### src/rtl/note_chord_player_pkg.sv
// Shared types, constants and helpers for the chord player: wave modes,
// the per-note phase-step table builder and the waveform shaper.
package note_chord_player_pkg;

    localparam int SAMPLE_W  = 16;
    localparam int NOTE_W    = 6;
    localparam int DUR_W     = 6;
    localparam int NUM_NOTES = 64;
    localparam int STEP_W    = 32;

    typedef enum logic [1:0] {
        WAVE_SQUARE = 2'b00,
        WAVE_SAW    = 2'b01,
        WAVE_TRI    = 2'b10,
        WAVE_MUTE   = 2'b11
    } wave_mode_e;

    typedef logic [NUM_NOTES-1:0][STEP_W-1:0] step_tab_t;

    // Wide enough for twelfth powers of the integer terms used below.
    typedef logic [639:0] wide_t;

    function automatic wide_t pow12(input wide_t x);
        wide_t r;
        r = wide_t'(1);
        for (int i = 0; i < 12; i++) begin
            r = r * x;
        end
        return r;
    endfunction

    // round(55 * 2^((n-1)/12) * 2^acc_w / 48000) without real arithmetic:
    // s is the largest integer with (2s-1)*9600 <= 22*2^(acc_w+oct)*2^(semi/12),
    // compared after raising both sides to the twelfth power.
    function automatic logic [STEP_W-1:0] round_step(input int n, input int acc_w);
        wide_t            rhs;
        wide_t            a;
        logic [STEP_W-1:0] s;
        logic [STEP_W-1:0] cand;
        int               oct;
        int               semi;
        oct  = (n - 1) / 12;
        semi = (n - 1) % 12;
        rhs  = pow12(wide_t'(22) << (acc_w + oct)) << semi;
        s    = '0;
        for (int b = acc_w - 1; b >= 0; b--) begin
            cand = s | (32'd1 << b);
            a    = ((wide_t'(cand) << 1) - wide_t'(1)) * wide_t'(9600);
            if (pow12(a) <= rhs) begin
                s = cand;
            end
        end
        return s;
    endfunction

    // Entry 0 is the rest note and never advances the phase.
    function automatic step_tab_t build_step_table(input int acc_w);
        step_tab_t tab;
        tab = '0;
        for (int n = 1; n < NUM_NOTES; n++) begin
            tab[n] = round_step(n, acc_w);
        end
        return tab;
    endfunction

    function automatic logic signed [SAMPLE_W-1:0] wave_sample(input wave_mode_e mode,
                                                              input logic [15:0] t);
        logic [15:0] u2;
        logic [15:0] res;
        u2 = {t[14:0], 1'b0};
        case (mode)
            WAVE_SQUARE: res = t[15] ? 16'h8000 : 16'h7FFF;
            WAVE_SAW:    res = {~t[15], t[14:0]};
            WAVE_TRI:    res = t[15] ? (16'h7FFF - u2) : (u2 - 16'h8000);
            default:     res = '0;
        endcase
        return $signed(res);
    endfunction

endpackage

### src/rtl/note_chord_player_if.sv
// Control/sample bus of the chord player; the sequencer side is master.
interface note_chord_player_if
    import note_chord_player_pkg::*;
#(
    parameter int NUM_VOICES = 4
);
    localparam int SEL_W = (NUM_VOICES > 1) ? $clog2(NUM_VOICES) : 1;

    logic                        play_enable;
    logic                        beat;
    logic                        load_new_note;
    logic [SEL_W-1:0]            voice_sel;
    logic [NOTE_W-1:0]           note_to_load;
    logic [DUR_W-1:0]            duration_to_load;
    logic [1:0]                  wave_mode;
    logic                        generate_next_sample;
    logic signed [SAMPLE_W-1:0]  sample_out;
    logic                        new_sample_ready;
    logic [NUM_VOICES-1:0]       voice_busy;
    logic [NUM_VOICES-1:0]       done_with_note;

    modport master (
        output play_enable, beat, load_new_note, voice_sel, note_to_load,
               duration_to_load, wave_mode, generate_next_sample,
        input  sample_out, new_sample_ready, voice_busy, done_with_note
    );

    modport slave (
        input  play_enable, beat, load_new_note, voice_sel, note_to_load,
               duration_to_load, wave_mode, generate_next_sample,
        output sample_out, new_sample_ready, voice_busy, done_with_note
    );

endinterface

### src/rtl/note_chord_player_voice.sv
// One voice: note/duration/mode latch, beat countdown, phase accumulator
// and a registered waveform value captured for the mixer stage.
module note_voice
    import note_chord_player_pkg::*;
#(
    parameter int        ACC_W    = 22,
    parameter step_tab_t STEP_TAB = '0
) (
    input  logic                       clk,
    input  logic                       reset,
    input  logic                       load_i,
    input  logic [NOTE_W-1:0]          note_i,
    input  logic [DUR_W-1:0]           dur_i,
    input  wave_mode_e                 mode_i,
    input  logic                       beat_i,
    input  logic                       step_i,
    input  logic                       capture_i,
    output logic                       busy_o,
    output logic                       done_o,
    output logic signed [SAMPLE_W-1:0] value_o
);

    logic [NOTE_W-1:0]          note_q,  note_d;
    logic [DUR_W-1:0]           count_q, count_d;
    wave_mode_e                 mode_q,  mode_d;
    logic [ACC_W-1:0]           phase_q, phase_d;
    logic                       busy_q,  busy_d;
    logic                       done_q,  done_d;
    logic signed [SAMPLE_W-1:0] value_q, value_d;
    logic                       audible;

    assign audible = busy_q && (note_q != '0) && (mode_q != WAVE_MUTE);

    // The count wraps 0 -> 63, so a loaded 0 runs for 64 beats.
    always_comb begin
        note_d  = note_q;
        count_d = count_q;
        mode_d  = mode_q;
        phase_d = phase_q;
        busy_d  = busy_q;
        done_d  = 1'b0;
        value_d = value_q;

        if (step_i && busy_q && (note_q != '0)) begin
            phase_d = phase_q + STEP_TAB[note_q][ACC_W-1:0];
        end
        if (beat_i && busy_q) begin
            count_d = count_q - 1'b1;
            if (count_q == DUR_W'(1)) begin
                busy_d = 1'b0;
                done_d = 1'b1;
            end
        end
        // A load restarts the voice and swallows an end-of-note landing on the same edge.
        if (load_i) begin
            note_d  = note_i;
            count_d = dur_i;
            mode_d  = mode_i;
            phase_d = '0;
            busy_d  = 1'b1;
            done_d  = 1'b0;
        end
        if (capture_i) begin
            value_d = audible ? wave_sample(mode_q, phase_q[ACC_W-1 -: SAMPLE_W]) : '0;
        end
    end

    always_ff @(posedge clk or negedge reset) begin
        if (!reset) begin
            note_q  <= '0;
            count_q <= '0;
            mode_q  <= WAVE_SQUARE;
            phase_q <= '0;
            busy_q  <= 1'b0;
            done_q  <= 1'b0;
            value_q <= '0;
        end else begin
            note_q  <= note_d;
            count_q <= count_d;
            mode_q  <= mode_d;
            phase_q <= phase_d;
            busy_q  <= busy_d;
            done_q  <= done_d;
            value_q <= value_d;
        end
    end

    assign busy_o  = busy_q;
    assign done_o  = done_q;
    assign value_o = value_q;

endmodule

### src/rtl/note_chord_player.sv
// Polyphonic note player: NUM_VOICES voices mixed into one 16-bit sample,
// two-stage pipeline (voice waveform register, then mix register).
module note_chord_player
    import note_chord_player_pkg::*;
#(
    parameter int NUM_VOICES = 4,
    parameter int ACC_W      = 22
) (
    input  logic                clk,
    input  logic                reset,
    note_chord_player_if.slave  bus
);

    localparam int        LOG_V    = $clog2(NUM_VOICES);
    localparam int        SEL_W    = (NUM_VOICES > 1) ? LOG_V : 1;
    localparam int        MIX_W    = SAMPLE_W + LOG_V;
    localparam step_tab_t STEP_TAB = build_step_table(ACC_W);

    logic                       req_accept;
    logic                       beat_accept;
    logic                       req_valid_q;
    logic                       mix_valid_q;
    logic                       ready_q;
    logic signed [SAMPLE_W-1:0] sample_q, sample_d;
    logic signed [MIX_W-1:0]    mix_sum;
    logic [NUM_VOICES-1:0]      busy_vec;
    logic [NUM_VOICES-1:0]      done_vec;
    logic signed [SAMPLE_W-1:0] voice_value [NUM_VOICES];

    assign req_accept  = bus.play_enable & bus.generate_next_sample;
    assign beat_accept = bus.play_enable & bus.beat;

    generate
        for (genvar gi = 0; gi < NUM_VOICES; gi++) begin : g_voice
            logic load_hit;
            assign load_hit = bus.load_new_note &&
                              ((NUM_VOICES == 1) || (bus.voice_sel == SEL_W'(gi)));

            note_voice #(
                .ACC_W    (ACC_W),
                .STEP_TAB (STEP_TAB)
            ) u_voice (
                .clk       (clk),
                .reset     (reset),
                .load_i    (load_hit),
                .note_i    (bus.note_to_load),
                .dur_i     (bus.duration_to_load),
                .mode_i    (wave_mode_e'(bus.wave_mode)),
                .beat_i    (beat_accept),
                .step_i    (req_accept),
                .capture_i (req_valid_q),
                .busy_o    (busy_vec[gi]),
                .done_o    (done_vec[gi]),
                .value_o   (voice_value[gi])
            );
        end
    endgenerate

    // Full-width sum cannot overflow; the shift is a floor divide by NUM_VOICES.
    always_comb begin
        mix_sum = '0;
        for (int i = 0; i < NUM_VOICES; i++) begin
            mix_sum = mix_sum + MIX_W'(voice_value[i]);
        end
        sample_d = mix_valid_q ? SAMPLE_W'(mix_sum >>> LOG_V) : sample_q;
    end

    always_ff @(posedge clk or negedge reset) begin
        if (!reset) begin
            req_valid_q <= 1'b0;
            mix_valid_q <= 1'b0;
            ready_q     <= 1'b0;
            sample_q    <= '0;
        end else begin
            req_valid_q <= req_accept;
            mix_valid_q <= req_valid_q;
            ready_q     <= mix_valid_q;
            sample_q    <= sample_d;
        end
    end

    assign bus.sample_out       = sample_q;
    assign bus.new_sample_ready = ready_q;
    assign bus.voice_busy       = busy_vec;
    assign bus.done_with_note   = done_vec;

endmodule

### src/flat_wrapper.sv
// flat-port wrapper written by rule: the top's interface ports become plain ports
module note_chord_player_flat import note_chord_player_pkg::*;
#(
    parameter int NUM_VOICES = 4,
    parameter int ACC_W      = 22
)
  (clk, reset, bus_play_enable, bus_beat, bus_load_new_note, bus_voice_sel, bus_note_to_load, bus_duration_to_load, bus_wave_mode, bus_generate_next_sample, bus_sample_out, bus_new_sample_ready, bus_voice_busy, bus_done_with_note);
  note_chord_player_if #(.NUM_VOICES(NUM_VOICES)) bus_i ();
  input  logic clk;
  input  logic reset;
  input wire logic [$bits(bus_i.play_enable)-1:0] bus_play_enable;
  input wire logic [$bits(bus_i.beat)-1:0] bus_beat;
  input wire logic [$bits(bus_i.load_new_note)-1:0] bus_load_new_note;
  input wire logic [$bits(bus_i.voice_sel)-1:0] bus_voice_sel;
  input wire logic [$bits(bus_i.note_to_load)-1:0] bus_note_to_load;
  input wire logic [$bits(bus_i.duration_to_load)-1:0] bus_duration_to_load;
  input wire logic [$bits(bus_i.wave_mode)-1:0] bus_wave_mode;
  input wire logic [$bits(bus_i.generate_next_sample)-1:0] bus_generate_next_sample;
  output wire logic [$bits(bus_i.sample_out)-1:0] bus_sample_out;
  output wire logic [$bits(bus_i.new_sample_ready)-1:0] bus_new_sample_ready;
  output wire logic [$bits(bus_i.voice_busy)-1:0] bus_voice_busy;
  output wire logic [$bits(bus_i.done_with_note)-1:0] bus_done_with_note;
  assign bus_i.play_enable = bus_play_enable;
  assign bus_i.beat = bus_beat;
  assign bus_i.load_new_note = bus_load_new_note;
  assign bus_i.voice_sel = bus_voice_sel;
  assign bus_i.note_to_load = bus_note_to_load;
  assign bus_i.duration_to_load = bus_duration_to_load;
  assign bus_i.wave_mode = bus_wave_mode;
  assign bus_i.generate_next_sample = bus_generate_next_sample;
  assign bus_sample_out = bus_i.sample_out;
  assign bus_new_sample_ready = bus_i.new_sample_ready;
  assign bus_voice_busy = bus_i.voice_busy;
  assign bus_done_with_note = bus_i.done_with_note;
  note_chord_player #(.NUM_VOICES(NUM_VOICES), .ACC_W(ACC_W)) u_core (.clk(clk), .reset(reset), .bus(bus_i));
endmodule
### config.mk
export PLATFORM = sky130hd
export DESIGN_NAME = note_chord_player_flat
export DESIGN_NICKNAME = d
export VERILOG_FILES = /design/src/rtl/note_chord_player_pkg.sv /design/src/rtl/note_chord_player_if.sv /design/src/rtl/note_chord_player_voice.sv /design/src/rtl/note_chord_player.sv /design/src/flat_wrapper.sv
export SDC_FILE = /design/constraint.sdc
export NUM_CORES = 1
export LEC_CHECK = 0
export ABC_AREA = 0
export BUFFER_PORTS_ARGS = -buffer_cell sky130_fd_sc_hd__buf_4
export CORE_MARGIN = 8
export CORE_UTILIZATION = 61
export CTS_CLUSTER_DIAMETER = 30
export DETAILED_ROUTE_END_ITERATION = 16
export GPL_TIMING_DRIVEN = 0
export HOLD_SLACK_MARGIN = 0.05
export PLACE_DENSITY = 0.78
export REMOVE_ABC_BUFFERS = 1
export SLEW_MARGIN = 5
export SYNTH_ARGS = -nofsm -noshare
export SYNTH_HDL_FRONTEND = slang
export SYNTH_SLANG_ARGS = --single-unit
### constraint.sdc
create_clock -name clk -period 10.81 [get_ports clk]
set_input_delay 0.5405 -clock clk [delete_from_list [all_inputs] [get_ports clk]]
set_output_delay 0.5405 -clock clk [all_outputs]
set_load 0.1 [all_outputs]
After elaboration in Yosys (flattened, before gate mapping)
Memory sizes are Yosys's and may differ from the RTL's. Cells that the tools add are included.

Memory bits (writable): 0. Flip-flop bits (word level): 235. Bits of input ports: 22. Latch bits: 0. Word-level logic and storage cells: 193. Memories kept: 4. Memory bits (read-only): 8192. Output and inout bits: 25.

Memories: (no name shown) (depth 64, width 32, read ports 1, clocked after Yosys merged registers in 0, write ports 0, RTL line note_chord_player_voice.sv:45) `phase_d = phase_q + STEP_TAB[note_q][ACC_W-1:0];`; (no name shown) (depth 64, width 32, read ports 1, clocked after Yosys merged registers in 0, write ports 0, RTL line note_chord_player_voice.sv:45); (no name shown) (depth 64, width 32, read ports 1, clocked after Yosys merged registers in 0, write ports 0, RTL line note_chord_player_voice.sv:45); (no name shown) (depth 64, width 32, read ports 1, clocked after Yosys merged registers in 0, write ports 0, RTL line note_chord_player_voice.sv:45).

Shifts and indexed selects: 0. Magnitude comparators: 4. Div/mod/pow operators: 0. Add/subtract/negate cells: 19. Reductions and logical operators: 49. Bitwise operators: 6. Muxes and demuxes: 60. Equal/unequal tests: 19. Multiply operators: 0.

Operator list (number): $mux W22 (12); $mux W16 (12); $pmux W16 S3 (4); $add A22 B22 Y22 (4); $sub A15 B16 Y16 const A (4); $sub A16 B16 Y16 const B (4); $mux W6 (8); $lt A6 B7 Y1 const B (4); $eq A6 B1 Y1 const B (4); $logic_and A1 B1 Y1 (24); $mux W1 (24); $reduce_bool A2 Y1 (12); $reduce_bool A6 Y1 (4); $sub A6 B1 Y6 const B (4); $add A17 B16 Y18 (1); $add A18 B16 Y18 (1); $add A16 B16 Y17 (1); $eq A2 B2 Y1 const B (6); $eq A2 B1 Y1 const B (5); $logic_not A2 Y1 (5); $ne A2 B2 Y1 const B (4); $reduce_and A2 Y1 (4); $not A1 Y1 (4); $and A1 B1 Y1 (2).

Depth between registers and ports, before layout
Depth after elaboration: 5. Depth in mapped cells: 18.

Cells and area by module
Synthesis repeated with hierarchy kept, for this count alone.

Cell total of the unflattened synthesis: 3001. Area, all modules: 23287.3 um2.

Modules (own cells, without submodules): note_voice at u_core.g_voice[0].u_voice (times used 1, area each 5273.8 um2, cells an instance 680, seq. area each 1351.3 um2); note_voice at u_core.g_voice[3].u_voice (times used 1, area each 5167.5 um2, cells an instance 667, seq. area each 1351.3 um2); note_voice at u_core.g_voice[2].u_voice (times used 1, area each 5142.4 um2, cells an instance 689, seq. area each 1351.3 um2); note_voice at u_core.g_voice[1].u_voice (times used 1, area each 5133.7 um2, cells an instance 669, seq. area each 1351.3 um2); note_chord_player (times used 1, area each 2570.0 um2, cells an instance 296, seq. area each 475.5 um2).

Worst setup path before layout
No wires, ideal clock.

Path type: flip-flop to flip-flop. From: reg u_core.g_voice[3].u_voice.note_q[1]. To: reg u_core.g_voice[3].u_voice.phase_q[20]. Cell stages (with the launch flop): 17. Required time: 10.682 ns. Library setup time: 0.128 ns. Data arrival time: 3.655 ns. Clock period less this slack: 3.783 ns. Slack: 7.027 ns. Cells stage by stage: dfrtp_1 > clkbuf_1 > inv_1 > ha_1 > clkbuf_1 > nor2_1 > o21bai_1 > a21oi_1 > mux4_2 > ha_1 > a21oi_1 > nor2_1 > a211oi_1 > a21boi_1 > o221ai_1 > a21oi_1 > mux2_1.

Cells in the longest elaborated chain, start to end: 5. Elaborated cells between the ends (all ways): 8. Those cells by class: add/sub: 1; mux: 3; reduce/logical: 3; memory: 1.

RTL lines: from (decl) (RTL line note_chord_player_voice.sv:23) `logic [NOTE_W-1:0] note_q, note_d;`; from (signal assigned) (RTL line note_chord_player_voice.sv:78) `note_q <= note_d;`; $mem_v2 Z64 W32; $mux W22 (implied by the code) (RTL line note_chord_player_voice.sv:45); $add A22 B22 Y22 (RTL line note_chord_player_voice.sv:45); $mux W22 (RTL line note_chord_player_voice.sv:44) `if (step_i && busy_q && (note_q != '0)) begin`; $mux W22 (RTL line note_chord_player_voice.sv:55) `if (load_i) begin`; to (signal assigned) (RTL line note_chord_player_voice.sv:81) `phase_q <= phase_d;`; to (decl) (RTL line note_chord_player_voice.sv:26) `logic [ACC_W-1:0] phase_q, phase_d;`.

Several ways; a longest one is shown, not always the timed one. The select of a mux whose other input is x is not followed. A chain may end at the register's enable or synchronous reset.

Final worst setup path
From: reg u_core.g_voice[3].u_voice.note_q[1]. To: reg u_core.g_voice[3].u_voice.phase_q[21].

Same word-level chain as after synthesis.

==> flow_summary.toml <==
[outcome]
outcome = "completed"

[synthesis]
synth_compound_area_share_pct = 26.7
synth_fa_ha_area_share_pct = 11.8
synth-simple-area-share_pct = 19.3
synth.yosys.seq_area_share_pct = 26.3
synth.distinct_cells = 94
muxShareOfSynthArea_pct = 4.04
yosys_warnings = 0
synth_edf_count = 0
synth_top_family_by_area = "compound AO/OA/AOI/OAI gates"
syn_area_um2 = 22300
synth.ff_latch_count = 235
ys.flop_type = "dfrtp_1"
synth-async-reset-ratio_pct = 100
avgSynthCellArea_um2 = 7.71
synthCells = 2896
synthXorXnorAreaFrac_pct = 5.42

[global_route]
use_met1_pct = 39.2
grt_use_met2_pct = 45.6
overflow = 0
grt_first_pass_wirelength_mm = 104
grt_most_used_layer = "met2"
track_usage_pct = 28.5
antenna_found_initial = 0
gr-usage-met3_pct = 3.97
grt_max_degree = 83
grt_pass1_vias = 20306

[final_layout]
layout_common_cells = "nand2_1, a21oi_1, nor2_1, o21ai_0, dfrtp_1"
drive_above_1_share_pct = 8.39
mostFrequentLayoutCell = "nand2_1"
fin_nets = 3008
syn2layout_area_growth_pct = 10.4

[sta]
rsz0062_at_grt = "no"
hold_viol = 0
tightest_slew_ns = 1.24
finalSetupTns_ns = 0
max_freq_mhz = 206
final.min_clock_period_ns = 4.87
finalSetupViolations = 0
slew_headroom_pct = 17.6
hold-worst-slack_ns = 0.210
post-route-period-util_pct = 45.0
fin_skew_ns = 0.0398
drv_slew = 0

[clock_network]
htree_levels = 2
cts_inserted_buffers = 58
clock-sinks = 235
root_buffer = "clkbuf_16"
clk_pin_slew_ns = 0.04
cts_tree = "done"
cts.path.max_buffers = 3
clk_latency_ns = 0.61

[route]
routed_wl_mm = 63.2
drc_errors = 0
wl_per_cell_um = 19.1
ant_nets = 0
dr.pass1.iters = 6
drt_iter0_markers = 2431
vias = 21365
routed_via_density = 6.44

[floorplanning]
dieArea_um2 = 43000
start_util_pct = 61.4
io_pins = 47
coreArea_um2 = 36300
fp.dieH_um = 207
die_x_um = 207
rows = 70

[place]
dp.final_hpwl_mm = 44.0
gp_congestion = 0.927
portBuffers = 46

[worst_setup_path]
end_kind = "flip-flop"
worstSetupStartpointType = "flip-flop"
crit_fanout = 21
critPathKind = "flip-flop to flip-flop"
arrival_ns = 5.35
critPathRequiredTime_ns = 11.29

[power_and_ir_drop]
irDropWorstVdd_mv = 0.216
p_per_area_nw_per_um2 = 318
leakagePower_nw = 10.6

[hold_path]
hp-class = "input port to flip-flop"

[flow_run]
cap_violations = 0
[per-stage QoR]
step                instances  worst slack, ns  utilization [%]  area [um2]  total power [mW]
floorplan                2678             6.28                -       21400              4.91
global placement         3192             5.01             61.5       22400              5.78
detailed placement       3205             6.04             62.2       22600              5.95
CTS                      3315             6.01             67.8       24600              7.78
global route             3315             5.53             67.8       24600              8.41
finish                   3316             5.94             67.8       24600              7.82
[registers in the layout (all words and copies together), names as in the netlist]
register / count
u_core.g_voice.u_voice.count_q: 24
u_core.g_voice.u_voice.done_o: 4
u_core.g_voice.u_voice.phase_q: 88
u_core.g_voice.u_voice.busy_o: 4
u_core.g_voice.u_voice.value_o: 64
u_core.g_voice.u_voice.mode_q: 8
u_core.mix_valid_q: 1
u_core.req_valid_q: 1
u_core.bus.sample_out: 16
u_core.g_voice.u_voice.note_q: 24
u_core.bus.new_sample_ready: 1
[path summary, 6_finish.rpt]
kind,start,endpoint,slack [ns],cells after the start
max,u_core.g_voice[3].u_voice.note_q[1],u_core.g_voice[3].u_voice.phase_q[21],5.94,14
min,bus_duration_to_load[2],u_core.g_voice[3].u_voice.count_q[2],0.21,3
max reg2reg,u_core.g_voice[3].u_voice.note_q[1],u_core.g_voice[3].u_voice.phase_q[21],5.94,14
min reg2reg,u_core.bus.sample_out[14],u_core.bus.sample_out[14],0.50,2
max in group asynchronous,reset,u_core.g_voice[1].u_voice.note_q[2],8.97,4
min in group asynchronous,reset,u_core.g_voice[0].u_voice.phase_q[17],0.55,2
[cell usage after synthesis, types with 7 or more instances]
master    count  area [um2]
a211oi_1     47         353
a21o_1       38         285
a21oi_1     314        1570
a221oi_1      7        61.3
a311o_1       8        80.1
a311oi_1     13         114
a31oi_1      22         138
and2_1       15        93.8
and3_1       13        81.3
buf_1        23        86.3
buf_2        34         170
buf_4         8        60.1
clkbuf_1    151         567
dfrtp_1     235        5880
fa_1         37         741
ha_1        151        1890
inv_1       141         529
mux2_2       11         124
mux2i_1      27         270
mux4_2       21         473
nand2_1     394        1480
nand2b_1     74         463
nand3_1      61         305
nand3b_1     10        75.1
nand4_1      20         125
nor2_1      238         893
nor2b_1      22         138
nor3_1       29         145
nor4_1       15        93.8
o211ai_1     51         383
o21a_1       18         135
o21ai_0     229        1150
o21ai_1      23         115
o21bai_1      7        52.6
o22ai_1      80         500
o311ai_0     14         123
o31ai_1       7        52.6
or3_1        17         106
xnor2_1     104         911
xor2_1       34         298
[what timing repair did]
action | CTS | global route
endpoints found under the setup margin | 0 | 0
gates resized for setup | 0 | 0
hold buffers | 1 | 0
hold endpoints to repair | 79 | 0
setup buffers | 0 | 0
[layout make-up]
cell class	count	area, um2
fillers	2962	11700
well taps	468	586
clock inverters	37	465
flip-flops and latches	235	5890
inverters	147	552
repair buffers	60	594
clock buffers	72	1540
diodes	1	2.50
multi-input cells	2296	15000
[cell families (layout without fill, tap and decap cells)]
family | after synthesis | in the layout
AOI/OAI and AO/OA | 962 | 962
and+or+nand+nor | 946 | 946
buffers and inverters | 365 | 316
DFF | 235 | 235
adders and majority gates | 188 | 188
xor gates and xnor gates | 138 | 138
muxes | 62 | 62
other | 0 | 1
[routing by layer]
layer  routed length [um]  vias to the layer above
met2                29200                      840
met4                 1650                        0
met5                    0                        -
met3                 4360                      125
met1                28000                    10278
li1                     -                    10122
[power breakdown]
| group | internal (mW) | leakage [nW] | switching [mW] |
|---|---|---|---|
| Clock | 1.20 | 0.972 | 0.564 |
| Sequential | 1.18 | 2.96 | 0.428 |
| Combinational | 1.79 | 6.68 | 2.66 |
[critical path: stages, from the launching register on]
cell and delay (ns):
dfrtp_1 0.80, inv_1 0.35, ha_1 0.54, and2_0 0.36, o21ai_0 0.20, o21ai_0 0.12, mux4_2 0.53, ha_1 0.33
a21o_1 0.21, a21oi_2 0.20, a211oi_1 0.14, o2111ai_2 0.28, a21oi_2 0.11, or2_1 0.28, a311oi_1 0.29
No activity file was read; power rests on OpenSTA's default activity.
